<file path="config.mk">
export PLATFORM = sky130hd
export DESIGN_NAME = fft_sample_loader
export DESIGN_NICKNAME = d
export VERILOG_FILES = /design/src/rtl/fft_sample_loader.sv
export SDC_FILE = /design/constraint.sdc
export NUM_CORES = 1
export LEC_CHECK = 0
export CELL_PAD_IN_SITES_DETAIL_PLACEMENT = 0
export CELL_PAD_IN_SITES_GLOBAL_PLACEMENT = 2
export CORE_ASPECT_RATIO = 0.5
export CORE_MARGIN = 3
export CORE_UTILIZATION = 49
export DETAILED_ROUTE_END_ITERATION = 10
export DONT_BUFFER_PORTS = 1
export PLACE_DENSITY = 0.95
export SYNTH_ARGS = -nofsm -noshare
export SYNTH_HDL_FRONTEND = slang
export SYNTH_SLANG_ARGS = --single-unit
</file>
<file path="constraint.sdc">
create_clock -name CLK -period 46.3 [get_ports CLK]
set_input_delay 9.26 -clock CLK [delete_from_list [all_inputs] [get_ports CLK]]
set_output_delay 9.26 -clock CLK [all_outputs]
set_load 0.01 [all_outputs]
</file>
<file path="src/rtl/fft_sample_loader.sv">
// Double-buffered 32-sample frame loader for the FFT front end (optional macro FFT_LOADER_BITREV_EN selects bit-reversed slot order).
// Frame valid the cycle after slot 31 is accepted; o_ready drops while a full fill bank waits for i_frame_ack.
module fft_sample_loader #(
  parameter int P_SAMPLE_BITS = 9,
  parameter int P_POINTS      = 32
) (
  input  logic                              CLK,
  input  logic                              RST,
  input  logic signed [P_SAMPLE_BITS-1:0]   i_sample,
  input  logic                              i_valid,
  input  logic                              i_sync,
  output logic                              o_ready,
  output logic [P_POINTS*P_SAMPLE_BITS-1:0] o_frame,
  output logic                              o_frame_valid,
  input  logic                              i_frame_ack,
  output logic                              o_sync_err,
  output logic [15:0]                       o_frame_cnt
);

  localparam int W = P_SAMPLE_BITS;

  typedef enum logic {S_FILL, S_WAIT} state_t;

  state_t                  state, state_nxt;
  logic [4:0]              idx;
  logic [4:0]              wr_idx;
  logic [4:0]              wr_slot;
  logic [W-1:0]            bank [P_POINTS];
  logic [P_POINTS*W-1:0]   fill_next;
  logic                    accept;
  logic                    last;
  logic                    xfer;

  assign accept = i_valid && o_ready;
  assign wr_idx = i_sync ? 5'd0 : idx;

`ifdef FFT_LOADER_BITREV_EN
  assign wr_slot = {wr_idx[0], wr_idx[1], wr_idx[2], wr_idx[3], wr_idx[4]};
`else
  assign wr_slot = wr_idx;
`endif

  // A sync sample restarts the frame, so it can never complete one.
  assign last = accept && !i_sync && (idx == 5'd31);
  assign xfer = (last || (state == S_WAIT)) && (!o_frame_valid || i_frame_ack);

  // Fill bank as it will look after this edge's write, so a completing frame transfers in one step.
  always_comb begin
    for (int k = 0; k < P_POINTS; k++) begin
      fill_next[k*W +: W] = (accept && (wr_slot == 5'(k))) ? i_sample : bank[k];
    end
  end

  always_comb begin
    state_nxt = state;
    o_ready   = (state == S_FILL);
    case (state)
      S_FILL: if (last && !xfer) state_nxt = S_WAIT;
      S_WAIT: if (xfer)          state_nxt = S_FILL;
      default:                   state_nxt = S_FILL;
    endcase
  end

  always_ff @(posedge CLK or posedge RST) begin
    if (RST) state <= S_FILL;
    else     state <= state_nxt;
  end

  always_ff @(posedge CLK or posedge RST) begin
    if (RST) begin
      idx           <= 5'd0;
      o_frame       <= '0;
      o_frame_valid <= 1'b0;
      o_sync_err    <= 1'b0;
      o_frame_cnt   <= 16'd0;
      for (int k = 0; k < P_POINTS; k++) bank[k] <= '0;
    end else begin
      o_sync_err <= accept && i_sync && (idx != 5'd0);
      if (accept) begin
        bank[wr_slot] <= i_sample;
        // Index 31 wraps to 0, which is where the next frame starts.
        idx <= i_sync ? 5'd1 : idx + 5'd1;
      end
      if (xfer) begin
        o_frame       <= fill_next;
        o_frame_valid <= 1'b1;
        o_frame_cnt   <= o_frame_cnt + 16'd1;
      end else if (i_frame_ack) begin
        o_frame_valid <= 1'b0;
      end
    end
  end

endmodule

</file>
# Word-level counts from Yosys, hierarchy flattened
# Cells that the tools add are included.
# classes
add_sub_neg,2
mul,0
div_mod_pow,0
magnitude_cmp,2
n_eq_ne,32
shift,0
mux,42
n_bitwise,2
reduce_logical,48
# op_table
operator,count
9-bit two-way mux,33
288-bit bitwise mux,1
5-bit equality test (second input constant),17
9-bit demux with 5-bit select,1
5-bit by 4-bit equality test with 1-bit output (second input constant),8
1-bit logical AND,40
5-bit by 3-bit equality test with 1-bit output (second input constant),4
16-bit by 1-bit adder with 16-bit output (second input constant),1
5-bit by 2-bit equality test with 1-bit output (second input constant),2
5-bit two-way mux,2
6-bit >= comparator (second input constant),1
6-bit by 1-bit less-than comparator with 1-bit output (second input constant),1
5-bit NOT with 6-bit output,1
5-bit by 1-bit adder with 5-bit output (second input constant),1
5-bit by 1-bit equality test with 1-bit output (second input constant),1
5-bit zero test,1
5-bit nonzero test,1
1-bit two-way mux,4
1-bit zero test,3
1-bit logical OR,2
1-bit one-hot mux with 2 select lines,1
2-bit nonzero test,1
1-bit NOT,1
# word_totals
register_bits,600
latch_bits,0
mem_bits_rw,0
rom_bits,0
output_inout_bits,307
wordCells,166
mem_count,0

# Logic depth before layout (Yosys ltp)
# Gate-level depths: netlist of the first run.
# logic_depth
word_depth,10
depth_mapped,11
depth_no_buf,7

# Worst setup path before layout of the first run
# Ideal clock, no wire load.
# synth_timing
path_type,input to register
startpoint,input i_sync
endpoint,register o_frame[27]
t_arrival_ps,11052
required_time_ps,46172
path_slack_ps,35120
cell_stages,5
path_buffers,1
cell_sequence,or4b_1 buf_6 nor4_4 mux2_2 mux2_1
# synth_via
elab_chain_cells,5
word_cells_on_any_way,9
classes_between,eq/ne: 1; mux: 2; reduce/logical: 6
# synth_rtl
element,line,source
"start, declared",11,"input logic i_sync,"
branches (longest 5 deep; another with 9-bit two-way mux),n/a,
"end signal, assigned",85,o_frame <= fill_next;
"end, declared",13,"output logic [P_POINTS*P_SAMPLE_BITS-1:0] o_frame,"
# Several ways; the timed one is not identified.
# A chain may end at the register's enable or synchronous reset.

# Final worst setup path of the first run
# layout_timing
startpoint,input i_sync
endpoint,register o_frame[112]
# layout_via
elab_chain_cells,5
word_cells_on_any_way,9
classes_between,eq/ne: 1; mux: 2; reduce/logical: 6
# layout_rtl
element
branches (longest 5 deep; another with 9-bit two-way mux)
# Several ways; the timed one is not identified.

==> results.md, run 1 <==
* TritonCTS buffer count at 52
* Overall Global Routing Usage at slightly above 20%
* Comb power frac at 5.6%
* Core Rows at 55
* Number of fill cells at 3,517
* Synth unique cells at 37
* CP required at between 40,000 and 50,000 ps
* Crit path kind: in2reg
* H-tree levels at 2
* Switching share of power at a little over a fifth
* Clock latency on the worst-skew pair at between 500 and 600 ps
* Share of cells above drive strength 1 at between 40% and 50%
* Syn Nets at 1,401
* Die Wd at ~310 um
* Core ar. at around 46,000 sq um
* Synthesized area at between 20,000 and 25,000 sq um
* Worst-Margin Slew at about 1200 ps
* Tcrit/Tclk final at about a quarter
* Net Sw Power at about 230 uW
* Min cycle time layout at around 11,000 ps
* Class of the worst hold path: reg2reg
* CP Data Arrival Time at around 12,000 ps
* Synth warn at 0
* Mapped Cells at 1,383
* Post-cts resize count at 0
* Post-route setup TNS at 0 ps
* Register share of total power at roughly 54%
* Pint at just over 800 uW
* Residual DRC at 0
* Type of origin of the critical path: input port
* Via count at around 11,000
* Fin. Hold Viols at 0
* Vias/cell at roughly 5.6
* Initial DRC count at about 800
* Pre-antenna DRT Iters at 5
* FF+latch count, synth at 600
* Total design power at ~1.1 mW
* Port Buffers at 0
* Max Transition Viols Final at 0
* Clock share of power at between 40% and 50%
* Critical Path End Type: flip-flop
* Max Root-Sink Buffers at 3
* Post-detail-place hpwl at between 30 and 40 mm
* P_leak at between 10 and 15 nW
* Syn_area_per_cell at roughly 16 sq um
* Remaining Overflow, GRT at 0
* CTS tree: done
* Relative slew slack at 20.3%
* Power density over cell area at 42.1 nW/um^2
* Cts hold-fix bufs at 0
* Max_cap viols at 0
* Crit-path max FO at 11
* Number of global-route vias before repair at about 12,000
* Setup Buffers After CTS at 0
* Sequential share of the synthesized area at between 60 and 70%
* RSZ-0062 raised after global routing: false
* Fmax at about 90 MHz
* # setup viols final at 0
* Antenna violations before repair at 0
* I/O pin cnt at approximately 320
* Area growth, synth to finish at 9.75%
* CTS root buffer: clkbuf_16
* Skew final at 11.6 ps
* Status: completed
* Clk slew on worst S/H paths at approximately 60 ps
* First-pass GRT wire length at between 70 and 80 mm
* Initial Utilization at between 40% and 50%
* Drt wl/cell at ~25 um
* Worst VDD drop at around 0.000027 V
* Routed Antenna Nets at 0
* # diodes at 0
* Nets at around 1,400
* Routability cong. at roughly 0.76
* Largest net degree at the start of global routing at 200
* Die ar. at between 40,000 and 50,000 sq um
* Die Y at approximately 160 um
* Drt total wl at approximately 51 mm
* # clock sinks at 600
power groups by stage:
| stage | Sequential [mW] | Combinational (mW) | Clock, mW |
|---|---|---|---|
| floorplan | 0.569 | 0.0520 | 0 |
| detailed placement | 0.573 | 0.0594 | 0 |
| CTS | 0.564 | 0.0598 | 0.439 |
| global route | 0.566 | 0.0660 | 0.462 |
| finish | 0.563 | 0.0588 | 0.429 |
| global placement | 0.571 | 0.0555 | 0 |
synthesized netlist by cell type:
cell type,count,area share (%)
nor4b_1,3,0.12
nand4bb_1,1,0.049
nor4_4,2,0.19
o21ai_0,8,0.18
mux2_2,563,28
nor2_1,7,0.12
xor2_1,9,0.35
nor3_2,5,0.22
buf_1,3,0.049
nand3b_1,1,0.033
nor3_4,5,0.36
nor4bb_1,2,0.088
a21oi_1,1,0.022
or3_1,1,0.028
buf_2,25,0.55
mux2_1,13,0.64
o21a_1,1,0.033
nand3_1,18,0.40
o41ai_1,1,0.039
dfrtp_1,600,66
and3_1,1,0.028
buf_6,2,0.099
nor2b_1,4,0.11
nor4_1,4,0.11
inv_1,6,0.099
and4_1,1,0.039
o41ai_4,1,0.12
nand4_1,8,0.22
a31oi_1,1,0.028
or4b_1,1,0.044
and3b_1,1,0.039
nand2b_1,6,0.16
xnor2_1,6,0.23
nand2_1,17,0.28
clkbuf_1,46,0.76
ha_1,4,0.22
nor3_1,5,0.11
placed cells by master (no fill, tap or decap), types with 4 or more instances in the layout:
master,synthesis,final
clkbuf_1,46,5
inv_1,6,5
nand3_1,18,18
xor2_1,9,9
clkinv_2,0,8
nor4_1,4,4
nor2_1,7,7
mux2_1,13,13
nand2b_1,6,6
bufinv_16,0,4
nand2_1,17,17
nand4_1,8,8
nor2b_1,4,4
mux2_2,563,563
o21ai_0,8,8
xnor2_1,6,6
clkbuf_16,0,53
nor3_2,5,5
ha_1,4,4
dfrtp_1,600,600
buf_4,0,5
nor3_4,5,5
clkbuf_8,0,8
nor3_1,5,5
per-layer routing:
metal  vias to the layer above  GRT usage, %  wire (um)
met3                        81          4.04       2190
li1                       4845             -          -
met4                         0          6.11       1290
met5                         -             0          0
met2                       225          35.9      26800
met1                      6262          25.2      20500
kinds of logic (layout without fill, tap and decap cells):
kind of cell	Yosys count	after routing	synth area share (%)
AOI/OAI and AO/OA	13	13	0.418
xor gates and xnor gates	15	15	0.577
adders and majority gates	4	4	0.220
buffers and inverters	82	96	1.56
DFF	600	600	66.0
muxes	576	576	28.5
and+or+nand+nor	93	93	2.73
worst max-delay path: stages:
cell,delay (ps)
nor4b_2,880
nand4_1,740
mux2_2,520
mux2_2,260
worst paths after layout:
path / from / to / slack (ps) / depth (start not counted)
max: i_sync / o_frame[112] / 35080 / 4
min: bank[193] / bank[193] / 490 / 1
max reg2reg: idx[2] / o_frame[158] / 42640 / 6
min reg2reg: bank[193] / bank[193] / 490 / 1
max in group asynchronous: RST / bank[224] / 35910 / 2
min in group asynchronous: RST / o_frame[237] / 8720 / 1
flip-flops by register name, indices dropped and copies added, names as in the netlist:
signal,flops
bank,288
o_frame,288
o_frame_cnt,16
idx,5
o_frame_valid,1
o_sync_err,1
state,1
layout make-up:
class	count	area, sq um	share of cell area, %
Sequential cell	600	15000	60.1
Multi-Input combinational cell	701	7400	29.7
Clock buffer	66	1460	5.83
Tap cell	627	785	3.14
Clock inverter	17	205	0.822
Timing Repair Buffer	7	77.6	0.311
Inverter	6	30.0	0.120
per-stage QoR:
| stage | cells | utilization [%] | cell area [sq um] | hold WS (ps) | worst slack [ps] |
|---|---|---|---|---|---|
| CTS | 2024 | 54.8 | 25000 | 493 | 35130 |
| finish | 2024 | 54.8 | 25000 | 490 | 35080 |
| global route | 2024 | 54.8 | 25000 | 503 | 35010 |
| floorplan | 1383 | - | 22800 | 467 | 20250 |
| detailed placement | 1941 | 51.2 | 23300 | 479 | 34540 |
| global placement | 1941 | 51.2 | 23300 | 475 | 34550 |
No activity file was read; power rests on OpenSTA's default activity.
==> run 2, diff against run 1 <==
CORE_UTILIZATION = 41   (was 49)
PLACE_DENSITY = 0.86   (was 0.95)
clock period = 9.9 ns   (was 46.3 ns; I/O delays follow)
==> results.md, run 2 (synthesis gave the netlist of run 1 again) <==
* Cts hold-fix bufs at 0 (unchanged)
* Residual DRC at 0 (unchanged)
* Pint at 3.94 mW (was 823 uW)
* Die Y at 173 um (was 158 um)
* Clk slew on worst S/H paths at 60 ps (about the same)
* Post-cts resize count at 0 (unchanged)
* Setup Buffers After CTS at 0 (unchanged)
* Crit path kind: in2reg (unchanged)
* Max Used Layer: met4 (unchanged)
* Routed Antenna Nets at 0 (unchanged)
* Overall Global Routing Usage at 18.1% (was 20.1%)
* Worst r2r dst: o_frame[86] (was o_frame[158])
* Initial DRC count at 607 (was 785)
* Port Buffers at 0 (unchanged)
* Number of global-route vias before repair at 12,300 (was 12,100)
* Clock latency on the worst-skew pair at 610 ps (was 570 ps)
* Worst Hold Depth at 1 (unchanged)
* Drt total wl at 53.7 mm (was 50.8 mm)
* Dpl ws at 5230 ps (was 34,540 ps)
* Vias/cell at 5.28 (was 5.64)
* P_leak at 12.7 nW (was 12.6 nW)
* Switching share of power at 22.4% (was 21.8%)
* # diodes at 0 (unchanged)
* CP required at 10,390 ps (was 46,750 ps)
* Area growth, synth to finish at 11.3% (was 9.75%)
* Die Wd at 339 um (was 311 um)
* Placed Area at 23,500 sq um (was 23,300 sq um)
* Worst-Margin Slew at 1230 ps (was 1200 ps)
* HP Start: bank[63] (was bank[193])
* Core ar. at 54,300 sq um (was 45,600 sq um)
* Antenna violations before repair at 2 (was 0)
* CP Data Arrival Time at 4520 ps (was 11,670 ps)
* Max Transition Viols Final at 0 (unchanged)
* Nets at 1,389 (was 1,386)
* Pre-antenna DRT Iters at 5 (unchanged)
* Core Rows at 60 (was 55)
* Fmax at about 250 MHz
* Comb power frac at 5.4% (was 5.6%)
* Skew final at 28.8 ps (was 11.6 ps)
* Wl on met1 at 21.0 mm (was 20.5 mm)
* Flop2flop setup slack at 6290 ps (was 42,640 ps)
* Routability cong. at 0.754 (was 0.761)
* Post-detail-place hpwl at 33.9 mm (was 32.0 mm)
* Via count at 11,400 (about the same)
* Worst VDD drop at 0.000130 V (was 0.0000268 V)
* Critical Path End Type: flip-flop (unchanged)
* TritonCTS buffer count at 54 (was 52)
* Setup ws final at 5870 ps (was 35,080 ps)
* Largest net degree at the start of global routing at 192 (was 200)
* Most common cell after layout, fill and taps aside: dfrtp_1 (unchanged)
* Clock share of power at 42.6% (was 40.8%)
* Initial Utilization at 41.9% (was 49.9%)
* Min cycle time layout at between 4000 and 5000 ps
* Type of origin of the critical path: input port (unchanged)
* Remaining Overflow, GRT at 0 (unchanged)
* H-tree levels at 2 (unchanged)
* Fin. Hold Viols at 0 (unchanged)
* Register share of total power at 51.9% (was 53.6%)
* FF-to-FF Start: idx[1] (was idx[2])
* Max Root-Sink Buffers at 3 (unchanged)
* Class of the worst hold path: reg2reg (unchanged)
* Met2 Routed Length at 28.6 mm (was 26.8 mm)
* Post-route cell area at 25,300 sq um (was 25,000 sq um)
* Number of fill cells at 4,561 (was 3,517)
* Net Sw Power at 1.14 mW (was 229 uW)
* Share of cells above drive strength 1 at 47.7% (was 47.6%)
* Met3 wire len at 2.52 mm (was 2.19 mm)
* RSZ-0062 raised after global routing: false (unchanged)
* Relative slew slack at 17.6% (was 20.3%)
* Die ar. at 58,500 sq um (was 49,200 sq um)
* CTS tree: done (unchanged)
* Hold EP: bank[63] (was bank[193])
* # setup viols final at 0 (unchanged)
* Worst Reg-to-Reg Cells at 7 (was 6)
* First-pass GRT wire length at 80.9 mm (was 76.1 mm)
* I/O pin cnt at 321 (unchanged)
* Drt wl/cell at 24.9 um (was 25.1 um)
* Power density over cell area at 200 nW/um^2 (was 42.1 nW/um^2)
* Tcrit/Tclk final at about 41%
* Largest regs: bank x288, o_frame x288, o_frame_cnt x16 (unchanged)
* Crit-path max FO at 11 (unchanged)
* # clock sinks at 600 (unchanged)
* Status: completed (unchanged)
* Most frequent cells in the layout: 600 x dfrtp_1, 563 x mux2_2, 54 x clkbuf_16, 18 x nand3_1, 17 x nand2_1 (was 600 x dfrtp_1, 563 x mux2_2, 53 x clkbuf_16, 18 x nand3_1, 17 x nand2_1)
* CTS root buffer: clkbuf_16 (unchanged)
* Max_cap viols at 0 (unchanged)
run 2: cell count changes in the layout (fill, tap and decap cells not counted), sizes merged:
cell / change
clkinvlp: +4
clkbuf: +11
clkinv: +1
inv: -1
buf: +1
bufinv: +1
run 2: power groups by stage:
| stage | Clock, mW | Combinational, mW | Sequential [mW] |
|---|---|---|---|
| 2_1_floorplan | 0 | 0.243 | 2.66 |
| 3_3_place_gp | 0 | 0.261 | 2.67 |
| 3_5_place_dp | 0 | 0.280 | 2.68 |
| 4_1_cts | 2.22 | 0.281 | 2.64 |
| 5_1_grt | 2.33 | 0.307 | 2.65 |
| 6_report | 2.17 | 0.276 | 2.64 |
run 2: stage by stage:
stage,instances,hold WS [ps],power (mW),TNS [ps],util (%)
finish,2158,490,5.08,0,46.7
detailed placement,2059,478,2.96,0,43.3
global route,2158,503,5.28,0,46.7
floorplan,1383,467,2.91,-157940,-
CTS,2158,492,5.13,0,46.7
global placement,2059,476,2.94,0,43.3
run 2: per-layer routing:
metal	vias to the layer above	global-route usage, %
met4	0	5.67
met3	95	3.95
met5	-	0
met1	6225	21.1
met2	218	33.3
li1	4866	-
run 2: cell type report:
class / count / area (sq um) / share of cell area (%)
clock inverters: 22 / 297 / 1.17
inverters: 6 / 26.3 / 0.104
repair buffers: 8 / 110 / 0.435
flip-flops and latches: 600 / 15000 / 59.3
multi-input cells: 701 / 7400 / 29.2
well taps: 744 / 931 / 3.67
clock buffers: 77 / 1550 / 6.11
run 2: worst max-delay path by stage:
| stage | startpoint | to | slack (ps) | depth (start not counted) |
|---|---|---|---|---|
| after floorplan | RST | bank[0] | -260 | 1 |
| after CTS | i_sync | o_frame[56] | 5880 | 4 |
| final | i_sync | o_frame[56] | 5870 | 4 |
| after global routing | i_sync | o_frame[95] | 5760 | 4 |
| after global placement | i_sync | o_frame[55] | 5290 | 4 |
| after detailed placement | i_sync | o_frame[56] | 5230 | 4 |
run 2: critical path: stages:
cell and delay [ps]:
nor4b_2 1010, nand3_1 740, mux2_2 500, mux2_2 270
==> run 3, diff against run 2 <==
clock period = 3.4 ns   (was 9.9 ns; I/O delays follow)
==> results.md, run 3 (synthesis gave the netlist of run 1 again) <==
* Status: completed (unchanged)
* Vias/cell at 5.26 (was 5.28)
* Reg area at 15,000 sq um (unchanged)
* Min cycle time layout at 2930 ps
* Number of global-route vias before repair at 12,400 (was 12,300)
* Antenna violations before repair at 1 (was 2)
* Met3 wire len at 1.96 mm (was 2.52 mm)
* Max Used Layer: met4 (unchanged)
* CTS tree: done (unchanged)
* Worst hold slack at 27.3 ps (was 490 ps)
* Most common cell after layout, fill and taps aside: dfrtp_1 (unchanged)
* # setup viols final at 0 (unchanged)
* Relative slew slack at 48.9% (was 17.6%)
* Register share of total power at 51.9% (about the same)
* Largest net degree at the start of global routing at 84 (was 192)
* Comb power frac at 5.9% (was 5.4%)
* Share of cells above drive strength 1 at 49.2% (was 47.7%)
* Nets at 1,416 (was 1,389)
* Die Y at 173 um (unchanged)
* Most frequent cells in the layout: 600 x dfrtp_1, 563 x mux2_2, 53 x clkbuf_16, 26 x buf_4, 18 x nand3_1 (was 600 x dfrtp_1, 563 x mux2_2, 54 x clkbuf_16, 18 x nand3_1, 17 x nand2_1)
* Power density over cell area at 575 nW/um^2 (was 200 nW/um^2)
* Tcrit/Tclk final at about 86%
* Crit-path max FO at 10 (was 11)
* Initial Utilization at 41.9% (unchanged)
* Core ar. at 54,300 sq um (unchanged)
* Area growth, synth to finish at 12.5% (was 11.3%)
* Cts hold-fix bufs at 0 (unchanged)
* Net Sw Power at 3.28 mW (was 1.14 mW)
* Final core occ at 47.2% (was 46.7%)
* Type of origin of the critical path: flip-flop (was input port)
* Post-detail-place hpwl at 35.1 mm (was 33.9 mm)
* Max_cap viols at 0 (unchanged)
* Pint at 11.4 mW (was 3.94 mW)
* # clock sinks at 600 (unchanged)
* Fin. Hold Viols at 0 (unchanged)
* Remaining Overflow, GRT at 0 (unchanged)
* Fmax at about 340 MHz
* Via count at 11,500 (was 11,400)
* Switching share of power at 22.3% (was 22.4%)
* Drt total wl at 53.7 mm (about the same)
* I/O pin cnt at 321 (unchanged)
* P_leak at 12.8 nW (was 12.7 nW)
* Class of the worst hold path: in2async (was reg2reg)
* Clk slew on worst S/H paths at 70 ps (was 60 ps)
* Die ar. at 58,500 sq um (unchanged)
* Worst-Margin Slew at 764 ps (was 1230 ps)
* TritonCTS buffer count at 52 (was 54)
* Total design power at 14.7 mW (was 5.08 mW)
* Number of fill cells at 4,542 (was 4,561)
* Pre-antenna DRT Iters at 4 (was 5)
* Drt wl/cell at 24.6 um (was 24.9 um)
* Max Transition Viols Final at 0 (unchanged)
* Post-Place Cells at 2,088 (was 2,059)
* Critical Path End Type: flip-flop (unchanged)
* RSZ-0062 raised after global routing: false (unchanged)
* Crit path kind: reg2reg (was in2reg)
* Clock share of power at 42.3% (was 42.6%)
* CTS root buffer: clkbuf_16 (unchanged)
* CP Data Arrival Time at 3380 ps (was 4520 ps)
* Skew final at 21.8 ps (was 28.8 ps)
* Routed Antenna Nets at 0 (unchanged)
* Die Wd at 339 um (unchanged)
* Wl on met1 at 20.9 mm (was 21.0 mm)
* Setup Buffers After CTS at 0 (unchanged)
* Worst VDD drop at 0.000368 V (was 0.000130 V)
* Max Root-Sink Buffers at 3 (unchanged)
* # diodes at 0 (unchanged)
* Non-Filler Instances at 2,186 (was 2,158)
* Residual DRC at 0 (unchanged)
* CP required at 3850 ps (was 10,390 ps)
* Port Buffers at 0 (unchanged)
* Post-route cell area at 25,600 sq um (was 25,300 sq um)
* First-pass GRT wire length at 82.0 mm (was 80.9 mm)
* Core Rows at 60 (unchanged)
* H-tree levels at 2 (unchanged)
* Initial DRC count at 733 (was 607)
* Overall Global Routing Usage at 18.3% (was 18.1%)
* Multi-input gate area at 7400 sq um (unchanged)
* Clock latency on the worst-skew pair at 580 ps (was 610 ps)
* Routability cong. at 0.802 (was 0.754)
* Met2 Routed Length at 29.7 mm (was 28.6 mm)
* Post-cts resize count at 0 (unchanged)
* Placed Area at 23,800 sq um (was 23,500 sq um)
* Largest regs: bank x288, o_frame x288, o_frame_cnt x16 (unchanged)
==> run 3: cell count changes in the layout (fill, tap and decap cells not counted), moves of 2 or more <==
cell        change
buf_4          +22
buf_12          +7
clkbuf_1        -7
inv_6           +5
clkinv_2        +3
clkinvlp_4      +2
inv_16          -2
==> run 3: stage by stage <==
| stage | setup TNS, ps | setup WS [ps] |
|---|---|---|
| after floorplan | -3277940 | -5460 |
| after global placement | 0 | 448 |
| after detailed placement | 0 | 336 |
| after CTS | 0 | 465 |
| after global routing | 0 | 344 |
| final | 0 | 469 |
==> run 3: cell type report <==
| cell class | count | area share (%) |
|---|---|---|
| Clock buffer | 70 | 5.90 |
| Inverter | 6 | 0.103 |
| Timing Repair Buffer | 37 | 1.62 |
| Tap cell | 744 | 3.64 |
| Multi-Input combinational cell | 701 | 28.9 |
| Sequential cell | 600 | 58.6 |
| Clock inverter | 28 | 1.18 |
==> run 3: power groups by stage <==
| stage | combinational (mW) | clock (mW) | sequential, mW |
|---|---|---|---|
| 3_3_place_gp | 0.817 | 0 | 7.75 |
| 3_5_place_dp | 0.877 | 0 | 7.78 |
| 2_1_floorplan | 0.709 | 0 | 7.75 |
| 5_1_grt | 0.968 | 6.72 | 7.67 |
| 4_1_cts | 0.881 | 6.39 | 7.64 |
| 6_report | 0.863 | 6.23 | 7.64 |
==> run 3: critical path: stages (launching register included) <==
cell     delay (ps)
dfrtp_1         490
or4b_1          890
nor4_4          670
mux2_2          420
mux2_1          310
==> run 3: layer usage <==
layer  global-route usage [%]  vias up
li1                         -     4931
met1                     21.9     6320
met2                     34.2      167
met3                     3.24       71
met4                     4.19        0
met5                        0        -
==> run 3: path summary, 6_finish.rpt <==
| path | start | to | slack (ps) | depth (start not counted) |
|---|---|---|---|---|
| setup / recovery | state | o_frame[31] | 470 | 4 |
| hold / removal | RST | o_frame[245] | 30 | 1 |
| setup reg to reg | state | o_frame[31] | 470 | 4 |
| hold reg to reg | bank[240] | bank[240] | 490 | 1 |
| max in group asynchronous | RST | bank[249] | 2340 | 3 |
| min in group CLK | i_sync | idx[3] | 200 | 1 |
